===== config.mk =====
export PLATFORM = sky130hd
export DESIGN_NAME = uart_rx_ctrl
export DESIGN_NICKNAME = d
export VERILOG_FILES = /design/src/rtl/uart_rx_ctrl.sv
export SDC_FILE = /design/constraint.sdc
export NUM_CORES = 1
export LEC_CHECK = 0
export CAP_MARGIN = 20
export CORE_MARGIN = 2
export CORE_UTILIZATION = 53
export CTS_BUF_LIST = sky130_fd_sc_hd__clkbuf_8 sky130_fd_sc_hd__clkbuf_16
export CTS_CLUSTER_DIAMETER = 30
export DETAILED_ROUTE_END_ITERATION = 8
export PLACE_DENSITY = 0.8
export SLEW_MARGIN = 10
export SYNTH_ARGS = -nofsm -noshare
export SYNTH_HDL_FRONTEND = slang
export SYNTH_SLANG_ARGS = --single-unit

===== constraint.sdc =====
create_clock -name i_clk -period 2.3 [get_ports i_clk]
set_input_delay 0.345 -clock i_clk [delete_from_list [all_inputs] [get_ports i_clk]]
set_output_delay 0.345 -clock i_clk [all_outputs]
set_load 0.005 [all_outputs]

===== src/rtl/uart_rx_ctrl.sv =====
// UART receive control: prescale/parity configuration, FWFT receive FIFO, sticky status.
// Optional per-cycle error counters are built when UART_RX_ERR_CNT_EN is defined.
module uart_rx_ctrl #(
    parameter int WIDTH      = 8,
    parameter int DEPTH      = 8,
    parameter int PRSC_WIDTH = 6
) (
    input  logic                    i_clk,
    input  logic                    i_rst_n,
    input  logic                    i_cfg_we,
    input  logic [PRSC_WIDTH+1:0]   i_cfg_wdata,
    output logic [PRSC_WIDTH-1:0]   o_prescale,
    output logic                    o_parity_enable,
    output logic                    o_parity_type,
    output logic                    o_cfg_err,
    input  logic                    i_rx_data_valid,
    input  logic [WIDTH-1:0]        i_rx_data,
    input  logic                    i_rx_parity_error,
    input  logic                    i_rx_stop_error,
    output logic                    o_rd_valid,
    output logic [WIDTH-1:0]        o_rd_data,
    input  logic                    i_rd_en,
    output logic                    o_full,
    output logic                    o_overrun,
    output logic                    o_par_err,
    output logic                    o_stop_err,
    input  logic                    i_clr_status,
    output logic [7:0]              o_par_err_cnt,
    output logic [7:0]              o_stop_err_cnt
);

    localparam int AW = (DEPTH > 1) ? $clog2(DEPTH) : 1;
    localparam int CW = AW + 1;
    localparam logic [CW-1:0] FULL_CNT = CW'(DEPTH);
    localparam logic [PRSC_WIDTH-1:0] PRSC_8  = PRSC_WIDTH'(8);
    localparam logic [PRSC_WIDTH-1:0] PRSC_16 = PRSC_WIDTH'(16);
    localparam logic [PRSC_WIDTH-1:0] PRSC_32 = PRSC_WIDTH'(32);

    logic [WIDTH-1:0]       mem [DEPTH];
    logic [AW-1:0]          wr_ptr;
    logic [AW-1:0]          rd_ptr;
    logic [CW-1:0]          count;

    logic [PRSC_WIDTH-1:0]  cfg_prescale;
    logic                   cfg_legal;
    logic                   push_req;
    logic                   push;
    logic                   pop;
    logic                   overrun_set;

    // 32 is only representable once the prescale field is at least 6 bits wide
    always_comb begin
        cfg_prescale = i_cfg_wdata[PRSC_WIDTH-1:0];
        cfg_legal    = (cfg_prescale == PRSC_8) || (cfg_prescale == PRSC_16) ||
                       ((PRSC_WIDTH >= 6) && (cfg_prescale == PRSC_32));
    end

    assign o_rd_valid = (count != '0);
    assign o_full     = (count == FULL_CNT);
    assign o_rd_data  = o_rd_valid ? mem[rd_ptr] : '0;

    // Errored frames never enter the FIFO; a full FIFO still accepts a push when popped
    assign push_req    = i_rx_data_valid & ~i_rx_parity_error & ~i_rx_stop_error;
    assign pop         = i_rd_en & o_rd_valid;
    assign push        = push_req & (~o_full | pop);
    assign overrun_set = push_req & o_full & ~pop;

    always_ff @(posedge i_clk or negedge i_rst_n) begin
        if (!i_rst_n) begin
            o_prescale      <= PRSC_16;
            o_parity_enable <= 1'b0;
            o_parity_type   <= 1'b0;
            o_cfg_err       <= 1'b0;
        end else begin
            if (i_cfg_we && cfg_legal) begin
                o_prescale      <= cfg_prescale;
                o_parity_enable <= i_cfg_wdata[PRSC_WIDTH];
                o_parity_type   <= i_cfg_wdata[PRSC_WIDTH+1];
            end
            o_cfg_err <= (i_cfg_we & ~cfg_legal) | (o_cfg_err & ~i_clr_status);
        end
    end

    always_ff @(posedge i_clk) begin
        if (push) begin
            mem[wr_ptr] <= i_rx_data;
        end
    end

    always_ff @(posedge i_clk or negedge i_rst_n) begin
        if (!i_rst_n) begin
            wr_ptr <= '0;
            rd_ptr <= '0;
            count  <= '0;
        end else begin
            if (push) begin
                wr_ptr <= wr_ptr + AW'(1);
            end
            if (pop) begin
                rd_ptr <= rd_ptr + AW'(1);
            end
            case ({push, pop})
                2'b10:   count <= count + CW'(1);
                2'b01:   count <= count - CW'(1);
                default: count <= count;
            endcase
        end
    end

    // Sticky flags: a set in the same cycle as a clear leaves the flag set
    always_ff @(posedge i_clk or negedge i_rst_n) begin
        if (!i_rst_n) begin
            o_overrun  <= 1'b0;
            o_par_err  <= 1'b0;
            o_stop_err <= 1'b0;
        end else begin
            o_overrun  <= overrun_set       | (o_overrun  & ~i_clr_status);
            o_par_err  <= i_rx_parity_error | (o_par_err  & ~i_clr_status);
            o_stop_err <= i_rx_stop_error   | (o_stop_err & ~i_clr_status);
        end
    end

`ifdef UART_RX_ERR_CNT_EN
    function automatic logic [7:0] sat_inc(input logic [7:0] value);
        return (value == 8'hFF) ? value : value + 8'd1;
    endfunction

    // Clear and increment together leave the count at one
    always_ff @(posedge i_clk or negedge i_rst_n) begin
        if (!i_rst_n) begin
            o_par_err_cnt  <= 8'd0;
            o_stop_err_cnt <= 8'd0;
        end else begin
            if (i_rx_parity_error) begin
                o_par_err_cnt <= i_clr_status ? 8'd1 : sat_inc(o_par_err_cnt);
            end else if (i_clr_status) begin
                o_par_err_cnt <= 8'd0;
            end
            if (i_rx_stop_error) begin
                o_stop_err_cnt <= i_clr_status ? 8'd1 : sat_inc(o_stop_err_cnt);
            end else if (i_clr_status) begin
                o_stop_err_cnt <= 8'd0;
            end
        end
    end
`else
    assign o_par_err_cnt  = 8'd0;
    assign o_stop_err_cnt = 8'd0;
`endif

endmodule


== Word-level counts from Yosys, hierarchy flattened ==
Memories as Yosys holds them, arrays and structs flattened.
Cells that the tools add are included.

* Add/sub/neg operators: 4
* Eq/ne operators: 6
* Mux-type cells: 4
* Bitwise logic cells: 22
* Reduce and logical (&&, ||, !) cells: 5

{| class="wikitable"
|+ Operators with widths
! cell !! number
|-
| $and 1x1->1 || 11
|-
| $mux 8 || 1
|-
| $pmux 4 s2 || 1
|-
| $add 3x1->3 const B || 2
|-
| $eq 6x4->1 const B || 1
|-
| $eq 6x5->1 const B || 1
|-
| $eq 6x6->1 const B || 1
|-
| $not 1->1 || 6
|-
| $or 1x1->1 || 5
|-
| $add 4x1->4 const B || 1
|-
| $eq 4x4->1 const B || 1
|-
| $reduce_bool 4->1 || 1
|-
| $sub 4x1->4 const B || 1
|-
| $eq 2x1->1 const B || 1
|-
| $eq 2x2->1 const B || 1
|-
| $logic_or 1x1->1 || 2
|-
| $mux 1 || 2
|-
| $reduce_bool 2->1 || 1
|-
| $logic_and 1x1->1 || 1
|}

* Flip-flop bits (word level): 22
* Bits in writable memories: 64
* Output and inout bits: 38
* Word-level logic and storage cells: 52
* Memories: 1

{| class="wikitable"
|+ Memories
! name !! depth !! bits a word !! rd ports !! clocked after Yosys merged registers in !! wr ports !! line !! text
|-
| mem || 8 || 8 || 1 || 0 || 1 || 39 || <nowiki>logic [WIDTH-1:0] mem [DEPTH];</nowiki>
|}

== Depth between registers and ports, before layout ==
Gate-level depths: netlist of run 1.

* Word-level depth: 6
* Gate-level depth with buffers: 8

== Worst setup path before layout of run 1 ==
Ideal clock, no wire load.

* Path type: input -> register
* Start: in i_rx_parity_error
* End: mem mem[4][0], enable pin
* Library setup time: 383 ps
* Arrival time: 1798 ps
* Setup slack: 119 ps
* Cell stages on the path: 4
* Cells stage by stage: or3b_2 -> a21oi_2 -> nand2_1 -> nor3_1

* Cells in the longest elaborated chain, start to end: 6

{| class="wikitable"
|+ RTL lines
! what !! line !! text
|-
| start, declared || 18 || <nowiki>input logic i_rx_parity_error,</nowiki>
|-
| $not 1->1 || 63 || <nowiki>assign push_req = i_rx_data_valid & ~i_rx_parity_error & ~i_rx_stop_error;</nowiki>
|-
| $and 1x1->1 (2 in a row) || 63 ||
|-
| $and 1x1->1 || 65 || <nowiki>assign push = push_req & (~o_full | pop);</nowiki>
|-
| $mux 1 || 85 || <nowiki>if (push) begin</nowiki>
|-
| $mux 1 (not written as such) || 86 || <nowiki>mem[wr_ptr] <= i_rx_data;</nowiki>
|-
| end, declared || 39 ||
|}

Every way passes these cells.

== Worst setup path in the final report of run 1 ==
* Start: reg count[2]
* End: out o_rd_valid

* Cells in the longest elaborated chain, start to end: 1

{| class="wikitable"
|+ RTL lines
! what !! line !! text
|-
| start, declared || 42 || <nowiki>logic [CW-1:0] count;</nowiki>
|-
| start signal, assigned || 103 || <nowiki>2'b10: count <= count + CW'(1);</nowiki>
|-
| start signal, assigned || 104 || <nowiki>2'b01: count <= count - CW'(1);</nowiki>
|-
| start signal, assigned || 105 || <nowiki>default: count <= count;</nowiki>
|-
| $reduce_bool 4->1 || 58 || <nowiki>assign o_rd_valid = (count != '0);</nowiki>
|-
| end, declared || 20 || <nowiki>output logic o_rd_valid,</nowiki>
|}

Every way passes these cells.

==> impl_summary.md, run 1 <==
Placement
The total placed cells including tap cells is 347. The number of buffer cells added on primary ports is 45. The estimated wirelength of the detail-placed design is 4.224 mm. The area of placed instances is 4235 sq um.

The placer congestion estimate is 0.7714.

Drt
Across all layers, the routed design uses 2032 vias. The post-detailed-route DRC marker count is 0. Once detail routing completed, the nets flagged for antenna violations numbered 0. After detailed routing, the total wire length is 6.677 mm. The average wire per standard cell is 18.14 um. The via count normalized by instance count is 5.522. The detailed-routing iteration count for the pre-antenna-repair pass is 4.

For this block, the initial DRC count from the detailed router was 118.

Power
The reported leakage power is 1.662 nW. The combinational share of power is 31.9%. For this design the ratio of total power to cell area is 1043 nW/um^2.

Net switching is 29.14% of the power. The clock network burns 23.8% of the power. The power share of the sequential group is 44.3%. Total power for the finished layout comes to 4.688 mW. The switching power summed over all nets is 1.366 mW. Across the VDD grid, the largest voltage drop is 0.0005130 V. Internal power comes to 3.322 mW.

Logic synthesis
Sequential cells were found to cover 67.68% of the synthesized design area. The share of synthesized area in the top cell type comes to 52.58%. The post-synthesis cell type with the largest combined area is edfxtp_1.

The register bit total from synthesis is 86. A synthesized cell averages 17.08 sq um. In this run the cell area of the synthesized design comes to 3655 sq um.

Ranked by total cell area, the synthesized netlist is headed by edfxtp_1 53%, dfrtp_1 14%, mux4_2 9.9%. The total of warnings raised by yosys is 0. The number of different library cells used by synthesis comes to 40. The cell count after synthesis is 214.

Clock tree
The later-pin clock latency in the skew report is 0.34 ns. Buffers inserted to repair hold after CTS numbered 0. TritonCTS built the clock tree. The clock root buffer master is clkbuf_8.

The tree built by TritonCTS fans out to 86 sinks. The clock passes through at most 2 buffers. In this run, CTS created clock tree buffers numbering 9.

After clock tree synthesis, the clock-pin slew on the worst setup and hold paths is 0.09 ns. The H-tree depth is 3.

Finish
Relative to the synthesized area, the layout overhead comes to 22.94%. Leaving out fill and tap cells, the most frequent cell in the layout is edfxtp_1. The fraction of layout cells with a size suffix above 1 is 26.74%. The number of antenna repair diodes is 0. The area of all placed cells without fillers is 4493 sq um. Leaving out fill and tap cells, the most frequent cells in the layout are 64 x edfxtp_1, 37 x clkdlybuf4s50_1, 18 x buf_4.

The layout has 441 filler cells. The post-layout instance count excluding filler cells is 368. For this run, the post-layout net count is 310.

Worst setup path
In this run the worst path has a maximum fanout of 9. The worst reg-to-reg setup slack is 0.33 ns. For the worst setup path, the data required time is 1.96 ns. By startpoint and endpoint, the worst setup path is classified as flip-flop to primary output.

The arrival time at the worst endpoint is 1.89 ns. STA classifies the critical path endpoint as a primary output. The category of the worst setup path launch point is a flip-flop.

Run status
The flow ran to the end, and the final reports show no timing, DRC or antenna violations.

STA
Setup repair after global routing left no endpoint under its margin. The final hold slack is 0.3463 ns. The final count of hold timing violations came to 0. The slew at the pin closest to its max-slew limit is 0.6057 ns. In the finished design, the share of the clock period the worst path needs comes to 97.26%.

Summed over all failing endpoints, the final setup total negative slack is 0 ns. The final number of setup-violating endpoints is 0. The upper clock frequency limit is 447.0 MHz.

The shortest clock period the worst path allows after layout is 2.237 ns. The setup clock skew after layout is 0.01451 ns. The final number of max-transition violations is 0.

The worst pin sits at a relative slew slack of 59.62%.

Floorplanning
The die is 87.04 um wide. The area inside the core boundary is 6719 sq um. In this run the vertical extent of the chip is 87.04 um. The number of standard-cell rows in the floorplan is 30. The number of ports placed on the die boundary is 62. The starting density of the core is 54.39%.

The overall die area is 7576 sq um.

Global routing
Entering global routing, the biggest net connects 23 pins. The via count of the first global-routing pass is 2105. The wire length of the first global-routing pass is 10.71 mm. The initial antenna violation count is 0.

The total routing usage reported by global routing is 19.62%. The overflow left after global routing is 0.

Worst hold path
The path type of the worst min-delay path is input port to asynchronous set/reset pin.

Flow run
The max-cap check violation count is 0.
[critical path, cell delays in order, from the launching register on]
cell and delay [ns]:
dfrtp_2 0.50, nor4_4 0.28, buf_4 0.23, inv_1 0.08, clkdlybuf4s50_1 0.45
[cells in the mapped netlist]
library cell	n
ha_1	3
nand2_1	8
and3_1	1
inv_1	3
dfstp_2	1
mux2i_1	8
nand2b_1	2
buf_1	2
edfxtp_1	64
xnor2_1	5
and2_1	3
o21ai_0	2
nor3b_1	1
nor4b_2	1
o2bb2ai_1	1
nor2_1	15
nor4_4	1
a21o_1	2
nor4_1	1
nor2b_1	1
mux4_2	16
a22o_1	1
o41ai_4	1
a21oi_2	1
or3b_2	1
clkbuf_2	1
a31oi_1	2
nor3_1	7
xor2_1	4
o211ai_1	1
a22oi_1	1
buf_2	3
o22ai_1	1
dfrtp_1	21
buf_6	1
buf_4	17
conb_1	1
nor3b_2	1
o2111ai_2	1
mux2_2	7
[layer usage]
layer / vias to the layer above / share of wire, % / GRT usage (%)
met2: 75 / 51 / 31.37
met5: - / 0 / 0
met1: 1015 / 41 / 25.13
met3: 17 / 6.0 / 4.739
li1: 925 / - / -
met4: 0 / 2.8 / 10.09
[final cells by class]
cell class	instances	area [sq um]	area share, %
inverter	3	11.26	0.2506
sequential	86	2479	55.17
clock buffer	9	123.9	2.757
multi-input combinational	116	1060	23.59
timing repair buffer	67	629.4	14.01
tap	80	100.1	2.228
clock inverter	7	90.09	2.005
[power by group through the flow]
| stage | Combinational (mW) | Clock [mW] | Sequential [mW] |
|---|---|---|---|
| 6_report | 1.50 | 1.12 | 2.08 |
| 3_3_place_gp | 1.43 | 0 | 2.08 |
| 5_1_grt | 1.64 | 1.19 | 2.10 |
| 4_1_cts | 1.60 | 1.14 | 2.07 |
| 3_5_place_dp | 1.47 | 0 | 2.09 |
| 2_1_floorplan | 1.02 | 0 | 1.94 |
[metrics by stage]
stage / util [%] / worst slack (ns)
6_report: 66.87 / 0.06298
5_1_grt: 66.87 / 0.004696
4_1_cts: 67.49 / 0.01390
3_5_place_dp: 63.04 / 0.05050
3_3_place_gp: 63.04 / 0.1315
2_1_floorplan: - / 0.1191
[worst paths after layout]
path                       startpoint            end  depth (start not counted)
setup / recovery             count[2]     o_rd_valid                          4
hold / removal                i_rst_n       count[1]                          2
setup reg to reg             count[2]       count[2]                          7
hold reg to reg             o_par_err      o_par_err                          1
max in group asynchronous     i_rst_n  o_prescale[4]                          2
min in group i_clk          o_par_err      o_par_err                          1
[logic make-up after synthesis]
logic type,after synthesis,share of synthesized area [%]
muxes,31,14.21
other,1,0.1026
AOI/OAI and AO/OA,14,3.492
xor gates and xnor gates,9,2.157
adders and majority gates,3,1.027
and+or+nand+nor,43,6.470
buffers and inverters,27,4.861
DFF,86,67.68
[sequential cells by signal, indices dropped and copies added, names as in the netlist]
name / flops
mem: 64
o_prescale: 6
count: 4
rd_ptr: 3
wr_ptr: 3
o_cfg_err: 1
o_overrun: 1
o_par_err: 1
o_parity_enable: 1
o_parity_type: 1
o_stop_err: 1
[what timing repair did]
| action | CTS | global route |
|---|---|---|
| gates cloned | 2 | 0 |
| gates resized for setup | 20 | 9 |
| endpoints found under the setup margin | 8 | 9 |
| buffers inserted | 4 | 1 |
| pin swaps | 0 | 2 |
No activity file was read; power rests on OpenSTA's default activity.
==> inputs of run 2 (changes only) <==
--- a/config.mk
+++ b/config.mk
@@ -5,8 +5,8 @@
 export SDC_FILE = /design/constraint.sdc
 export NUM_CORES = 1
 export LEC_CHECK = 0
-export CAP_MARGIN = 20
-export CORE_MARGIN = 2
+export CAP_MARGIN = 5
+export CORE_MARGIN = 4
 export CORE_UTILIZATION = 53
 export CTS_BUF_LIST = sky130_fd_sc_hd__clkbuf_8 sky130_fd_sc_hd__clkbuf_16
 export CTS_CLUSTER_DIAMETER = 30
==> run 2 against run 1 <==
Against the previous run:
- non-clock buffer count up 10
- setup slack got worse by 0.0031 ns
- final cell count grew 2.7%
- die area is 9.4% higher
- via count decreased by 0.98%
- clock power is 5% higher
- wire length shrank 0.93%
- critical endpoint is now o_rd_data[7]
- largest cell class unchanged
- highest routed layer unchanged
==> impl_summary.md, run 2 (synthesis gave the netlist of run 1 again) <==
Global routing
The via count of the first global-routing pass is 2022 (-3.9%). The overflow left after global routing came to 0 (unchanged). The met2 demand-to-capacity share in global routing is 27.90% (-3.5 points). The initial antenna violation count was 0 (unchanged).

The pin count of the biggest net entering global routing is 23 (unchanged). The wire length of the first global-routing pass is 10.61 mm (-0.90%). The total routing usage reported by global routing came to 17.20% (-2.4 points). met2 is the most crowded layer. The global routing usage on met3 is 4.060% (-0.68 points). The global routing usage on met1 is 22.55% (-2.6 points).

Finish
The top cell types in the final layout, fill and taps aside, are 64 x edfxtp_1, 37 x clkdlybuf4s50_1, 25 x buf_4. The leading cell type in the layout, fill and taps excluded is edfxtp_1. Compared with the post-synthesis result, the final layout area differs by 25.50%. The largest registers in the layout are mem: 64 flops, o_prescale: 6 flops, count: 4 flops. The most flop-heavy register is mem.

The post-layout instance count excluding filler cells is 378 (+2.7%). The final-stage net count came to 320 (+3.2%). The fraction of layout cells with a size suffix above 1 was 29.87% (+3.1 points). The number of flip-flops in the largest register is 64 (unchanged). The number of antenna repair diodes came to 0 (unchanged).

STA
The setup clock skew after layout is 0.01141 ns (-0.003095 ns). The final hold slack is 0.3271 ns (-0.01915 ns). Setup repair after global routing could not meet its margin everywhere.

The period utilization is 97.40% (+0.14 points). The shortest clock period the worst path allows after layout is 2.240 ns (+0.003147 ns). The final number of setup-violating endpoints is 0 (unchanged).

The post-route setup TNS is 0 ns (unchanged). The post-layout worst setup margin is 0.05984 ns (-0.003147 ns). The slew at the pin closest to its max-slew limit is 0.6034 ns (-0.002268 ns). The final number of max-transition violations came to 0 (unchanged). The tightest slew margin relative to the limit was 59.77% (+0.15 points). The upper clock frequency limit is 446.4 MHz (-0.14%). The final count of hold timing violations was 0 (unchanged).

Worst setup path
The slowest stage of the critical path is the mux4_2 cell. The required time of the critical path was 1.96 ns (about the same). The largest driver fanout on the critical path is 7 (-2). The arrival time at the worst endpoint is 1.90 ns (about the same). Walking the worst path, the cells encountered are buf_12, buf_4, mux4_2, mux2i_1, nor2_1, clkbuf_2. The maximum single-stage delay on the critical path is 0.49 ns (about the same). STA classifies the critical path startpoint as a flip-flop.

The critical path is of the flip-flop to primary output type. The worst setup path is captured at a primary output.

Flow run
The max-cap check violation count is 0 (unchanged).

Clock tree
The number of hold buffers added after cts was 0 (unchanged). The total clock buffers created by CTS is 9 (unchanged). The number of clock sinks was 86 (unchanged). The TritonCTS clock tree is yes. The H-tree depth is 3 (unchanged). The clock root buffer master is clkbuf_8.

The maximum root-to-sink buffer count was 2 (unchanged). The later-pin clock latency in the skew report is 0.35 ns (about the same). The clock-pin slew on the worst setup and hold paths was 0.09 ns (about the same).

Floorplanning
The vertical die dimension is 91.04 um (+4.6%). The starting density of the core was 54.09% (-0.30 points). The area inside the core boundary came to 6756 sq um (+0.56%).

The number of standard-cell rows in the floorplan came to 30 (unchanged). The overall die area is 8288 sq um (+9.4%). The chip width is 91.04 um (+4.6%).

The number of ports placed on the die boundary is 62 (unchanged).

Drt
The via count normalized by instance count came to 5.323 (-3.6%). The total detailed-routing wirelength is 6.615 mm (-0.93%). The detailed-routing iteration count for the pre-antenna-repair pass is 4 (unchanged).

The number of vias in the routed layout is 2012 (-0.98%). The number of violations reported at the end of detailed-routing iteration 0 is 148 (+25%). The average wire per standard cell came to 17.50 um (-3.5%).

The residual antenna-violating net count after detailed routing is 0 (unchanged). The post-detailed-route DRC marker count was 0 (unchanged).

Power
The reported leakage power is 1.717 nW (+3.3%). The maximum VDD drop is 0.0005933 V (+16%). The areal power density over the cells is 1062 nW/um^2 (+1.7%). The total power draw is 4.869 mW (+3.9%).

Placement
The placer congestion estimate is 0.8109 (+5.1%). The estimated wirelength of the detail-placed design is 4.385 mm (+3.8%). The minimum setup slack after placement is 0.08642 ns (+0.03592 ns).

The total placed cells including tap cells is 349 (+0.58%). The number of buffer cells added on primary ports is 45 (unchanged).

Run status
The flow ran to the end, and the final reports show no timing, DRC or antenna violations.

Worst hold path
The tightest min-delay check is of the input port to asynchronous set/reset pin type.
## run 2: cell types whose count changed in the layout (fill, tap and decap cells not counted), moves of 2 or more
cell / delta
buf_12: +2
buf_2: +4
buf_4: +7
clkbuf_2: -2
clkinv_2: -2
inv_6: +4
## run 2: what timing repair did
action	CTS	global route
pin swaps	2	3
setup buffers	9	5
cloned	1	0
gates resized for setup	28	10
endpoints found under the setup margin	8	9
## run 2: layout make-up
type	count	area [sq um]
clock buffer	9	123.9
clock inverter	7	102.6
fill	454	2170
inverter	3	11.26
multi-input combinational	116	1060
sequential	86	2477
tap	80	100.1
timing repair buffer	77	711.9
## run 2: path summary, 6_finish.rpt
check	from	endpoint	slack (ns)	cells past startpoint
min	i_rst_n	count[0]	0.33	2
max	rd_ptr[0]	o_rd_data[7]	0.06	6
max in group asynchronous	i_rst_n	o_prescale[4]	1.69	2
min reg2reg	o_stop_err	o_stop_err	0.49	1
max reg2reg	count[2]	count[2]	0.35	7
min in group i_clk	o_stop_err	o_stop_err	0.49	1
## run 2: power breakdown
group	switching, mW	internal, mW
Sequential	0.244	1.83
Combinational	0.625	0.990
Clock	0.552	0.627
## run 2: layer usage
layer | share of wire, % | routed length (um)
met1 | 44 | 2883
met2 | 50 | 3326
met3 | 4.6 | 305
met4 | 1.5 | 99
met5 | 0 | 0
## run 2: critical path, delay by kind of cell (launching register included)
kind / cells / cell delay [ns]
buf+inv: 3 / 0.36
simple gates: 1 / 0.06
flops: 1 / 0.45
mux: 2 / 0.67
## run 2: stage by stage
step	area, sq um	utilization (%)
CTS	4576	67.72
floorplan	3711	-
detailed placement	4263	63.09
global placement	4263	63.09
finish	4587	67.89
global route	4587	67.89
